===== src/rtl/seq_shifter.sv =====
// -----------------------------------------------------------------------------
// seq_shifter
//
// Multi-cycle shifter for the ALU shift path. Instead of a full barrel
// shifter, the operand is shifted by at most STEP bits per clock until the
// requested amount has been consumed. A start/busy/done handshake lets the
// control unit stall while the shift completes.
//
// Parameters:
//   WIDTH  operand/result width (power of two, >= 8)
//   STEP   maximum bits shifted per clock (power of two, 1..WIDTH)
//   CNT_W  width of the remaining-count register (derived, not overridable)
//
// Ports:
//   clk      rising-edge clock
//   rst      synchronous active-high reset
//   start    request; accepted on an edge where busy=0 (IDLE or DONE)
//   mode     00 SLL, 01 SRL, 10 SRA, 11 ROR (or SRL, see below)
//   data_in  operand, sampled on the accept edge
//   shamt    unsigned shift amount, sampled on the accept edge
//   busy     high while a shift is in progress
//   done     one-cycle pulse, result valid
//   result   shifted value, held until the next accept or reset
//
// Build option:
//   SEQ_SHIFTER_ROTATE_EN  when defined, mode 11 is rotate-right. When
//                          undefined, the rotate path is not built and
//                          mode 11 behaves exactly like SRL.
// -----------------------------------------------------------------------------
module seq_shifter #(
  parameter  int WIDTH = 32,
  parameter  int STEP  = 4,
  localparam int CNT_W = $clog2(WIDTH) + 1
) (
  input  logic             clk,
  input  logic             rst,
  input  logic             start,
  input  logic [1:0]       mode,
  input  logic [WIDTH-1:0] data_in,
  input  logic [31:0]      shamt,
  output logic             busy,
  output logic             done,
  output logic [WIDTH-1:0] result
);

  localparam int SH_W = $clog2(WIDTH);

  localparam logic [1:0] M_SLL = 2'b00;
  localparam logic [1:0] M_SRL = 2'b01;
  localparam logic [1:0] M_SRA = 2'b10;
`ifdef SEQ_SHIFTER_ROTATE_EN
  localparam logic [1:0] M_ROR = 2'b11;
`endif

  localparam logic [CNT_W-1:0] WIDTH_C   = CNT_W'(WIDTH);
  localparam logic [CNT_W-1:0] SRA_MAX_C = CNT_W'(WIDTH - 1);
  localparam logic [CNT_W-1:0] STEP_C    = CNT_W'(STEP);

  typedef enum logic [1:0] {
    IDLE  = 2'b00,
    SHIFT = 2'b01,
    DONE  = 2'b10
  } state_t;

  state_t           state;
  state_t           state_next;
  logic [1:0]       op;
  logic [1:0]       op_next;
  logic [CNT_W-1:0] rem;
  logic [CNT_W-1:0] rem_next;
  logic [CNT_W-1:0] step_k;
  logic [CNT_W-1:0] amount;
  logic [WIDTH-1:0] result_next;

  // Saturate the 32-bit request to the amount that actually changes the
  // operand. All shamt bits take part in the comparison, so huge amounts
  // clamp instead of wrapping. Shifting right arithmetically by WIDTH-1
  // already yields pure sign bits, so SRA stops there.
  function automatic logic [CNT_W-1:0] eff_amount(input logic [1:0]  m,
                                                  input logic [31:0] s);
    logic [CNT_W-1:0] n;
    n = '0;
    case (m)
      M_SRA:   n = (s >= 32'(WIDTH - 1)) ? SRA_MAX_C : s[CNT_W-1:0];
`ifdef SEQ_SHIFTER_ROTATE_EN
      M_ROR:   n = {1'b0, s[SH_W-1:0]};
`endif
      default: n = (s >= 32'(WIDTH)) ? WIDTH_C : s[CNT_W-1:0];
    endcase
    return n;
  endfunction

  // Without the rotate option mode 11 is folded into SRL at accept time so
  // the per-step datapath never sees it.
  function automatic logic [1:0] decode_mode(input logic [1:0] m);
`ifdef SEQ_SHIFTER_ROTATE_EN
    return m;
`else
    return (m == 2'b11) ? M_SRL : m;
`endif
  endfunction

  // One partial shift by k (0 < k <= STEP). k never exceeds the remaining
  // amount, so for ROR it stays below WIDTH and WIDTH-k is a legal shift.
  function automatic logic [WIDTH-1:0] shift_step(input logic [1:0]       m,
                                                  input logic [WIDTH-1:0] v,
                                                  input logic [CNT_W-1:0] k);
    logic signed [WIDTH-1:0] sv;
    logic        [WIDTH-1:0] r;
    sv = $signed(v);
    r  = v;
    case (m)
      M_SLL:   r = v << k;
      M_SRA:   r = $unsigned(sv >>> k);
`ifdef SEQ_SHIFTER_ROTATE_EN
      M_ROR:   r = (v >> k) | (v << (WIDTH_C - k));
`endif
      default: r = v >> k;
    endcase
    return r;
  endfunction

  // State and datapath registers. The result register is cleared on reset so
  // it never carries X into the ALU.
  always_ff @(posedge clk) begin
    if (rst) begin
      state  <= IDLE;
      op     <= M_SLL;
      rem    <= '0;
      result <= '0;
    end else begin
      state  <= state_next;
      op     <= op_next;
      rem    <= rem_next;
      result <= result_next;
    end
  end

  // Next-state and datapath update.
  always_comb begin
    state_next  = state;
    op_next     = op;
    rem_next    = rem;
    result_next = result;
    amount      = eff_amount(mode, shamt);
    step_k      = (rem > STEP_C) ? STEP_C : rem;

    case (state)
      IDLE, DONE: begin
        if (start) begin
          result_next = data_in;
          op_next     = decode_mode(mode);
          rem_next    = amount;
          state_next  = (amount != '0) ? SHIFT : DONE;
        end else begin
          state_next  = IDLE;
        end
      end
      SHIFT: begin
        result_next = shift_step(op, result, step_k);
        rem_next    = rem - step_k;
        state_next  = (rem == step_k) ? DONE : SHIFT;
      end
      default: begin
        state_next  = IDLE;
      end
    endcase
  end

  assign busy = (state == SHIFT);
  assign done = (state == DONE);

endmodule


===== config.mk =====
export PLATFORM = sky130hd
export DESIGN_NAME = seq_shifter
export DESIGN_NICKNAME = d
export VERILOG_FILES = /design/src/rtl/seq_shifter.sv
export SDC_FILE = /design/constraint.sdc
export NUM_CORES = 1
export LEC_CHECK = 0
export CAP_MARGIN = 25
export CORE_MARGIN = 4
export CORE_UTILIZATION = 35
export CTS_CLUSTER_SIZE = 10
export DETAILED_ROUTE_END_ITERATION = 10
export PLACE_DENSITY = 0.56
export SYNTH_ARGS = -nofsm -noshare
export SYNTH_HDL_FRONTEND = slang
export SYNTH_SLANG_ARGS = --single-unit

===== constraint.sdc =====
create_clock -name clk -period 2.8 [get_ports clk]
set_input_delay 0.28 -clock clk [delete_from_list [all_inputs] [get_ports clk]]
set_output_delay 0.28 -clock clk [all_outputs]
set_load 0.02 [all_outputs]

Word level (Yosys, flattened, before mapping)
Cells that the tools add are included.
- register bits: 42
- input port bits: 69
- add/subtract/negate cells: 1
- $lt $le $gt $ge: 3
- equality and inequality tests: 7
- shift-type cells: 3
- multiplexer cells: 14
- reductions and logical operators: 7
- operators with widths (operator ; number):
    $pmux W32 S2 ; 2
    $ge A32 B5 Y1 const B ; 1
    $ge A32 B6 Y1 const B ; 1
    $mux W32 ; 1
    $shl A32 B6 Y32 ; 1
    $shr A32 B6 Y32 ; 1
    $sshr A32 B6 Y32 ; 1
    $mux W6 ; 5
    $pmux W6 S2 ; 1
    $eq A2 B2 Y1 const B ; 4
    $mux W2 ; 4
    $eq A6 B6 Y1 ; 1
    $gt A6 B3 Y1 const B ; 1
    $reduce_bool A6 Y1 ; 1
    $sub A6 B6 Y6 ; 1
    $logic_not A2 Y1 ; 2
    $pmux W2 S2 ; 1
    $reduce_and A2 Y1 ; 2
    $eq A2 B1 Y1 const B ; 1
    $ne A2 B2 Y1 const B ; 1
    $reduce_bool A2 Y1 ; 1
    $reduce_or A2 Y1 ; 1

Logic depth before layout (Yosys ltp)
Gate-level depths: netlist (run 1).
- depth after elaboration: 7
- depth in mapped cells: 12

Worst setup path after synthesis (run 1)
Ideal clock, no wire load.
- path kind: reg2reg
- start: register rem[2]
- end: register rem[4]
- library setup time: 0.132 ns
- arrival time: 2.348 ns
- required time: 2.668 ns
- setup slack: 0.320 ns
- cell stages (with the launch flop): 13
- period minus slack after synthesis: 2.480 ns
- path through: dfxtp_1 buf_6 or4_4 buf_6 clkbuf_1 buf_2 nand2_1 ha_1 nor3b_1 o22ai_1 and3_1 o22ai_1 a21oi_1
- longest elaborated chain between the ends: 4
- ends and longest elaborated chain (element ; line ; RTL):
    from (decl) ; 69 ; logic [CNT_W-1:0] rem;
    from (signal assigned) ; 134 ; rem <= rem_next;
    $gt A6 B3 Y1 ; 146 ; step_k = (rem > STEP_C) ? STEP_C : rem;
    $mux W6 ; 146 ;
    $sub A6 B6 Y6 (*) ; 161 ; rem_next = rem - step_k;
    $pmux W6 S2 (*) ; 148 ; case (state)
Every way passes the cells marked *; elsewhere a longest branch is shown, timed or not.
A chain may end at the register's enable or synchronous reset.

Worst setup path after layout (run 1)
- start: register rem[2]
- end: register result[2]
- longest elaborated chain between the ends: 5
- elaborated cells between the ends (all ways): 7
- those cells by class: 1 x order compare; 3 x shift; 3 x mux
- ends and longest elaborated chain (element ; line ; RTL):
    $gt A6 B3 Y1 ; 146 ;
    $mux W6 (*) ; 146 ;
    $shr A32 B6 Y32 (tied with other cells) ; 118 ; default: r = v >> k;
    $pmux W32 S2 (*) ; 112 ; case (m)
    $pmux W32 S2 (*) ; 148 ;
    to (signal assigned) ; 135 ; result <= result_next;
    to (decl) ; 43 ; output logic [WIDTH-1:0] result
Marked as above.

==> results of run 1 <==
cell usage after synthesis (all sizes together), types with 3 or more instances:
master	instances	area (µm²)
nand2	90	337.8
a21oi	49	245.2
clkbuf	48	182.7
nand3	47	235.2
o21ai	47	239.0
dfxtp	42	840.8
mux2i	35	350.3
nor2	35	152.7
buf	27	158.9
a211oi	20	150.1
a31oi	16	100.1
mux4	15	337.8
a221oi	14	128.9
and3	12	75.07
nor4	11	83.83
a211o	9	78.83
mux2	9	101.4
a311oi	8	70.07
a21boi	7	52.55
and2	7	43.80
inv	6	22.52
nor2b	6	37.54
nor3	6	30.03
o22ai	6	37.54
nand4	5	31.28
o311a	5	50.05
a31o	4	35.03
o211ai	4	30.03
o31ai	4	30.03
a22oi	3	22.52
nand2b	3	18.77
o221ai	3	26.28
worst paths after layout:
path | depth (start not counted) | to
setup / recovery | 5 | result[2]
hold / removal | 1 | state[1]
setup reg to reg | 5 | result[2]
hold reg to reg | 1 | state[1]
cells by family after synthesis:
| logic type | share of synthesized area |
|---|---|
| flip-flops | 0.1833 |
| adder cells (fa/ha/maj) | 0.002727 |
| AND/OR/NAND/NOR | 0.2416 |
| multiplexers | 0.1721 |
| AO/OA/AOI/OAI | 0.3202 |
| buffers and inverters | 0.07935 |
| other | 0.0008173 |
worst register-to-register path: cells and delay by family, from the launching register on:
| family | cells | cell delay, ps |
|---|---|---|
| AOI/OAI and AO/OA | 3 | 560 |
| DFF | 1 | 420 |
| and+or+nand+nor | 2 | 1410 |
power by group through the flow:
stage	logic (mW)	clock network [mW]	registers, mW
after global routing	1.47	0.848	0.901
after CTS	1.35	0.827	0.876
final	1.36	0.819	0.885
after floorplan	0.856	0	0.835
after detailed placement	1.34	0	0.889
after global placement	1.34	0	0.889
cell type report:
type / count / share of cell area
Tap cell: 172 / 0.03595
Sequential cell: 42 / 0.1407
Clock inverter: 2 / 0.01003
Timing Repair Buffer: 134 / 0.2191
Inverter: 6 / 0.003763
Multi-Input combinational cell: 509 / 0.5673
Clock buffer: 6 / 0.02320
layout by cell type (no fill, tap or decap), types with 5 or more instances in the layout:
cell type        count
clkdlybuf4s50_1    102
nand2_1             90
a21oi_1             49
nand3_1             47
dfxtp_1             41
o21ai_0             37
mux2i_1             35
nor2_1              31
buf_4               28
a211oi_1            20
a31oi_1             16
mux4_2              15
a221oi_1            13
and3_1              12
nor4_1              10
a211o_1              9
o21ai_1              9
mux2_2               8
a311oi_1             8
a21boi_0             7
inv_1                6
nor3_1               6
o22ai_1              6
and2_1               6
nor2b_1              5
nand4_1              5
o311a_1              5
clkbuf_16            5
sequential cells by signal (all words and copies together), names as in the netlist:
name / count
result: 32
rem: 6
op: 2
state: 2
per-stage QoR:
stage | std cells | total power [mW] | area, µm²
2_1_floorplan | 632 | 1.691 | 4588
3_3_place_gp | 863 | 2.226 | 5787
3_5_place_dp | 863 | 2.232 | 5787
4_1_cts | 871 | 3.052 | 5986
5_1_grt | 871 | 3.216 | 5986
6_report | 871 | 3.065 | 5986
routing by layer:
metal  global-route usage  vias to the layer above  share of wire  wire, µm
li1                     -                     2535              -         -
met1               0.3507                     2671           0.41      7992
met2               0.3964                      370           0.45      8783
met3              0.05161                       54           0.10      2009
met4               0.1176                        0          0.033       647
met5                    0                        -              0         0
==> impl_metrics.csv, run 1 <==
group,metric,value,unit
status,status,"complete, no violations",
drt,antenna_left,0,
worst_setup_path,endpoint_kind,"register",
yosys,ys_warn_count,0,
worst_setup_path,crit_family,"simple AND/OR/NAND/NOR gates",
timing,setup_viol,0,
global_routing,track_usage,0.2587,
worst_setup_path,critPathMaxStageDelay,720,ps
cts,clk_path_buf_depth,2,
drt,drt-wirelength-per-cell,22.31,µm
yosys,synth_seq_area_share,0.1833,
power,seqPwrFrac,0.289,
power,power.density,512.1,nW/µm²
worst_setup_path,crit_required,3010,ps
worst_hold_path,min_from,"state[1]",
job,max-cap-violations,0,
floorplan,start_util,0.3606,
global_routing,grt.overflow.total,0,
yosys,syn_avg_cell_area,7.260,µm²
cts,clk_pin_slew,70,ps
power,netSwitchingFraction,0.4137,
worst_setup_path,worstPathCellList,"or4_4 > nor2_1 > a221o_1 > a21oi_1 > a211oi_1",
timing,period_share,0.8855,
timing,finalMaxSlewViolations,0,
timing,worst_pin_slew,809.3,ps
yosys,synth_edf_count,0,
timing,slew_headroom,0.4585,
worst_setup_path,worstSetupPathType,"reg -> reg",
timing,rsz0062_at_grt,"false",
yosys,synth_nets,702,
yosys,syn-instance-count,632,
drt,via_per_inst,6.464,
place,place_hpwl,13530,µm
cts,cts_tree,"done",
floorplan,ios,103,
place,numPortBuffers,102,
power,p_int,1.797,mW
cells_and_area,fin_nets,768,
cts,cts_inserted_buffers,5,
yosys,synth_flop_cell,"dfxtp_1",
cells_and_area,fin_util,0.4705,
timing,tns,0,ps
global_routing,grt_max_degree,74,
yosys,ys_types,68,
worst_setup_path,worstPathArrival,2680,ps
cts,cts_hold_buffers,0,
cells_and_area,fillers,1318,
place,place.gp.congestion,0.9500,
drt,route.vias.total,5630,
timing,finalClockSkew,4.500,ps
timing,hold_viol_final,0,
drt,drt_iter0_drc,669,
worst_setup_path,worst-path-buf-inv,0,
floorplan,core-area,12720,µm²
place,place_ws,373.0,ps
worst_setup_path,rr_startpoint,"rem[2]",
yosys,syn_area,4588,µm²
worst_setup_path,crit_path_top_delay_cell,"or4_4",
power,p_switching,1.268,mW
cells_and_area,multi_input_area,3396,µm²
global_routing,antenna_found_initial,0,
power,vdd_drop_max,271.7,µV
cts,post_cts_buffers,0,
cells_and_area,drive_gt1_frac,0.1159,
timing,fmax,403.3,MHz
global_routing,grt_pass1_vias,5606,
cts,clockRootBuffer,"clkbuf_16",
power,p_comb_frac,0.444,
drt,drcViolationCount,0,
cts,cts.sinks,42,
timing,worst_slack,320.6,ps
worst_setup_path,start_kind,"register",
yosys,async_flop_share,0,
drt,drt_wl_total,19430,µm
cts,clk_latency,300,ps
timing,period_minus_slack,2479,ps
drt,drtPass1Iterations,5,
global_routing,grt_pass1_wl,30670,µm
worst_setup_path,crit_start,"rem[2]",
power,clkPwrFrac,0.267,
timing,hold_slack,483.2,ps
cts,cts.htree.levels,2,
cells_and_area,antenna_cells,0,
power,p_leak,2.109,nW
worst_hold_path,hold_class,"reg -> reg",
floorplan,die_x,122.5,µm
worst_setup_path,r2r_slack,320,ps
cts,post_cts_resized,0,
yosys,ys_ff_latch,42,
floorplan,dieArea,15010,µm²
cells_and_area,syn_to_final_growth,30.46,%
worst_setup_path,crit_fanout,20,
cells_and_area,register_area,842.1,µm²
floorplan,fp.dieH,122.5,µm
floorplan,rows,41,
(Power assumes the default switching activity.)
==> run 2, diff against run 1 <==
- CORE_UTILIZATION: 35 -> 52
- PLACE_DENSITY: 0.56 -> 0.79
==> impl_metrics.csv, run 2 (synthesized netlist as in run 1, its figures left out) <==
group,metric,value,unit
global_routing,grt_pass1_vias,5408,
cells_and_area,final_cell_mix,"clkdlybuf4s50_1 (102), nand2_1 (90), a21oi_1 (49), nand3_1 (47), dfxtp_1 (41)",
drt,antenna_left,0,
timing,rsz0062_at_grt,"false",
worst_setup_path,critPathMaxStageDelay,750,ps
worst_setup_path,rr_startpoint,"rem[2]",
timing,finalMaxSlewViolations,0,
worst_setup_path,worstPathArrival,2650,ps
worst_setup_path,crit_path_top_delay_cell,"or4_4",
worst_setup_path,crit_required,3000,ps
place,place.gp.congestion,0.9930,
worst_setup_path,reg2reg_to,"result[15]",
worst_setup_path,crit_start,"rem[2]",
timing,slew_headroom,0.5819,
cells_and_area,drive_gt1_frac,0.1106,
cts,cts.sinks,42,
global_routing,antenna_found_initial,0,
power,power.density,462.9,nW/µm²
worst_setup_path,worst-path-buf-inv,1,
worst_hold_path,whs_endpoint,"state[1]",
cells_and_area,fillers,768,
floorplan,die_x,101.9,µm
worst_setup_path,worstSetupPathType,"reg -> reg",
cts,clk_latency,300,ps
drt,drt_iter0_drc,630,
drt,route.vias.total,5664,
cts,cts_tree,"done",
cells_and_area,antenna_cells,0,
worst_setup_path,endpoint_kind,"register",
cts,post_cts_resized,0,
cells_and_area,fin_nets,765,
cts,clk_path_buf_depth,2,
drt,drcViolationCount,0,
floorplan,dieArea,10390,µm²
cts,cts.htree.levels,2,
cells_and_area,final_common_cell,"clkdlybuf4s50_1",
cells_and_area,regMostFlops,"result",
global_routing,grt_pass1_wl,28640,µm
worst_hold_path,hold_class,"reg -> reg",
worst_setup_path,crit_family,"simple AND/OR/NAND/NOR gates",
timing,hold_viol_final,0,
timing,worst_pin_slew,624.9,ps
place,placed_cell_area,5684,µm²
global_routing,grt_max_degree,52,
worst_setup_path,worstPathCellList,"or4_4 > buf_4 > o21ai_1 > nand3_1 > and3_1 > o311a_1",
timing,tns,0,ps
status,status,"complete, no violations",
cells_and_area,design_area,5776,µm²
worst_hold_path,min_from,"state[1]",
timing,finalClockSkew,12.60,ps
job,max-cap-violations,0,
timing,period_minus_slack,2449,ps
worst_setup_path,crit_fanout,28,
timing,fmax,408.4,MHz
worst_setup_path,r2r_slack,350,ps
timing,setup_viol,0,
floorplan,start_util,0.5313,
worst_hold_path,min_path_cells,1,
drt,drt_wl_total,18050,µm
floorplan,rows,34,
cts,clk_pin_slew,90,ps
floorplan,fp.dieH,101.9,µm
drt,drtPass1Iterations,6,
place,place_hpwl,12480,µm
worst_setup_path,start_kind,"register",
worst_setup_path,reg2regPathDepth,6,
global_routing,track_usage,0.3476,
cts,cts_hold_buffers,0,
floorplan,core-area,8636,µm²
timing,period_share,0.8746,
cells_and_area,syn_to_final_growth,25.88,%
cts,post_cts_buffers,0,
drt,via_per_inst,7.045,
cts,cts_inserted_buffers,5,
cells_and_area,largest_reg_flops,32,
power,p_leak,2.046,nW
global_routing,grt.overflow.total,0,
power,vdd_drop_max,245.1,µV
cts,clockRootBuffer,"clkbuf_8",
cells_and_area,top_regs,"result x32, rem x6",
place,numPortBuffers,102,
drt,drt-wirelength-per-cell,22.44,µm
floorplan,ios,103,
==> run 2: changes by cell type in the layout (fill, tap and decap cells not counted), sizes merged <==
cell	before	now
bufinv	2	0
clkbuf	6	7
buf	32	29
clkinv	0	1
==> run 2: worst max path at each step <==
stage / end / slack (ps) / cells past startpoint
after detailed placement: result[2] / 380 / 5
final: result[15] / 350 / 6
after CTS: result[2] / 380 / 5
after global routing: result[13] / 240 / 6
after global placement: result[2] / 450 / 5
after floorplan: rem[4] / 320 / 12
==> run 2: routing by layer <==
layer / vias up / share of wire / global-route usage
met5: - / 0 / 0
met4: 0 / 0.040 / 0.1524
met3: 70 / 0.12 / 0.06553
met2: 431 / 0.45 / 0.5392
met1: 2629 / 0.39 / 0.4724
li1: 2534 / - / -
==> run 2: through the flow <==
stage	hold WS, ps	setup slack, ps	power (mW)	std cells	utilization
final	509.4	351.3	2.673	804	0.6688
after global routing	535.7	242.7	2.804	804	0.6688
after CTS	504.2	383.0	2.637	804	0.6688
after detailed placement	486.4	384.7	2.204	796	0.6582
after global placement	479.2	446.4	2.189	796	0.6582
after floorplan	416.0	320.0	1.691	632	-
==> run 2: layout make-up <==
type                    instances  area (µm²)  area share
well taps                     108       135.1     0.02340
clock buffers                   7       86.33     0.01495
multi-input cells             509        3396      0.5880
repair buffers                131        1289      0.2231
clock inverters                 1       5.005   0.0008666
flip-flops and latches         42       842.1      0.1458
inverters                       6       22.52    0.003899
==> run 2: power breakdown <==
group,internal (mW),switching (mW),leakage [nW]
combinational,0.589,0.756,1.65
clock,0.200,0.237,0.0482
sequential,0.670,0.221,0.347
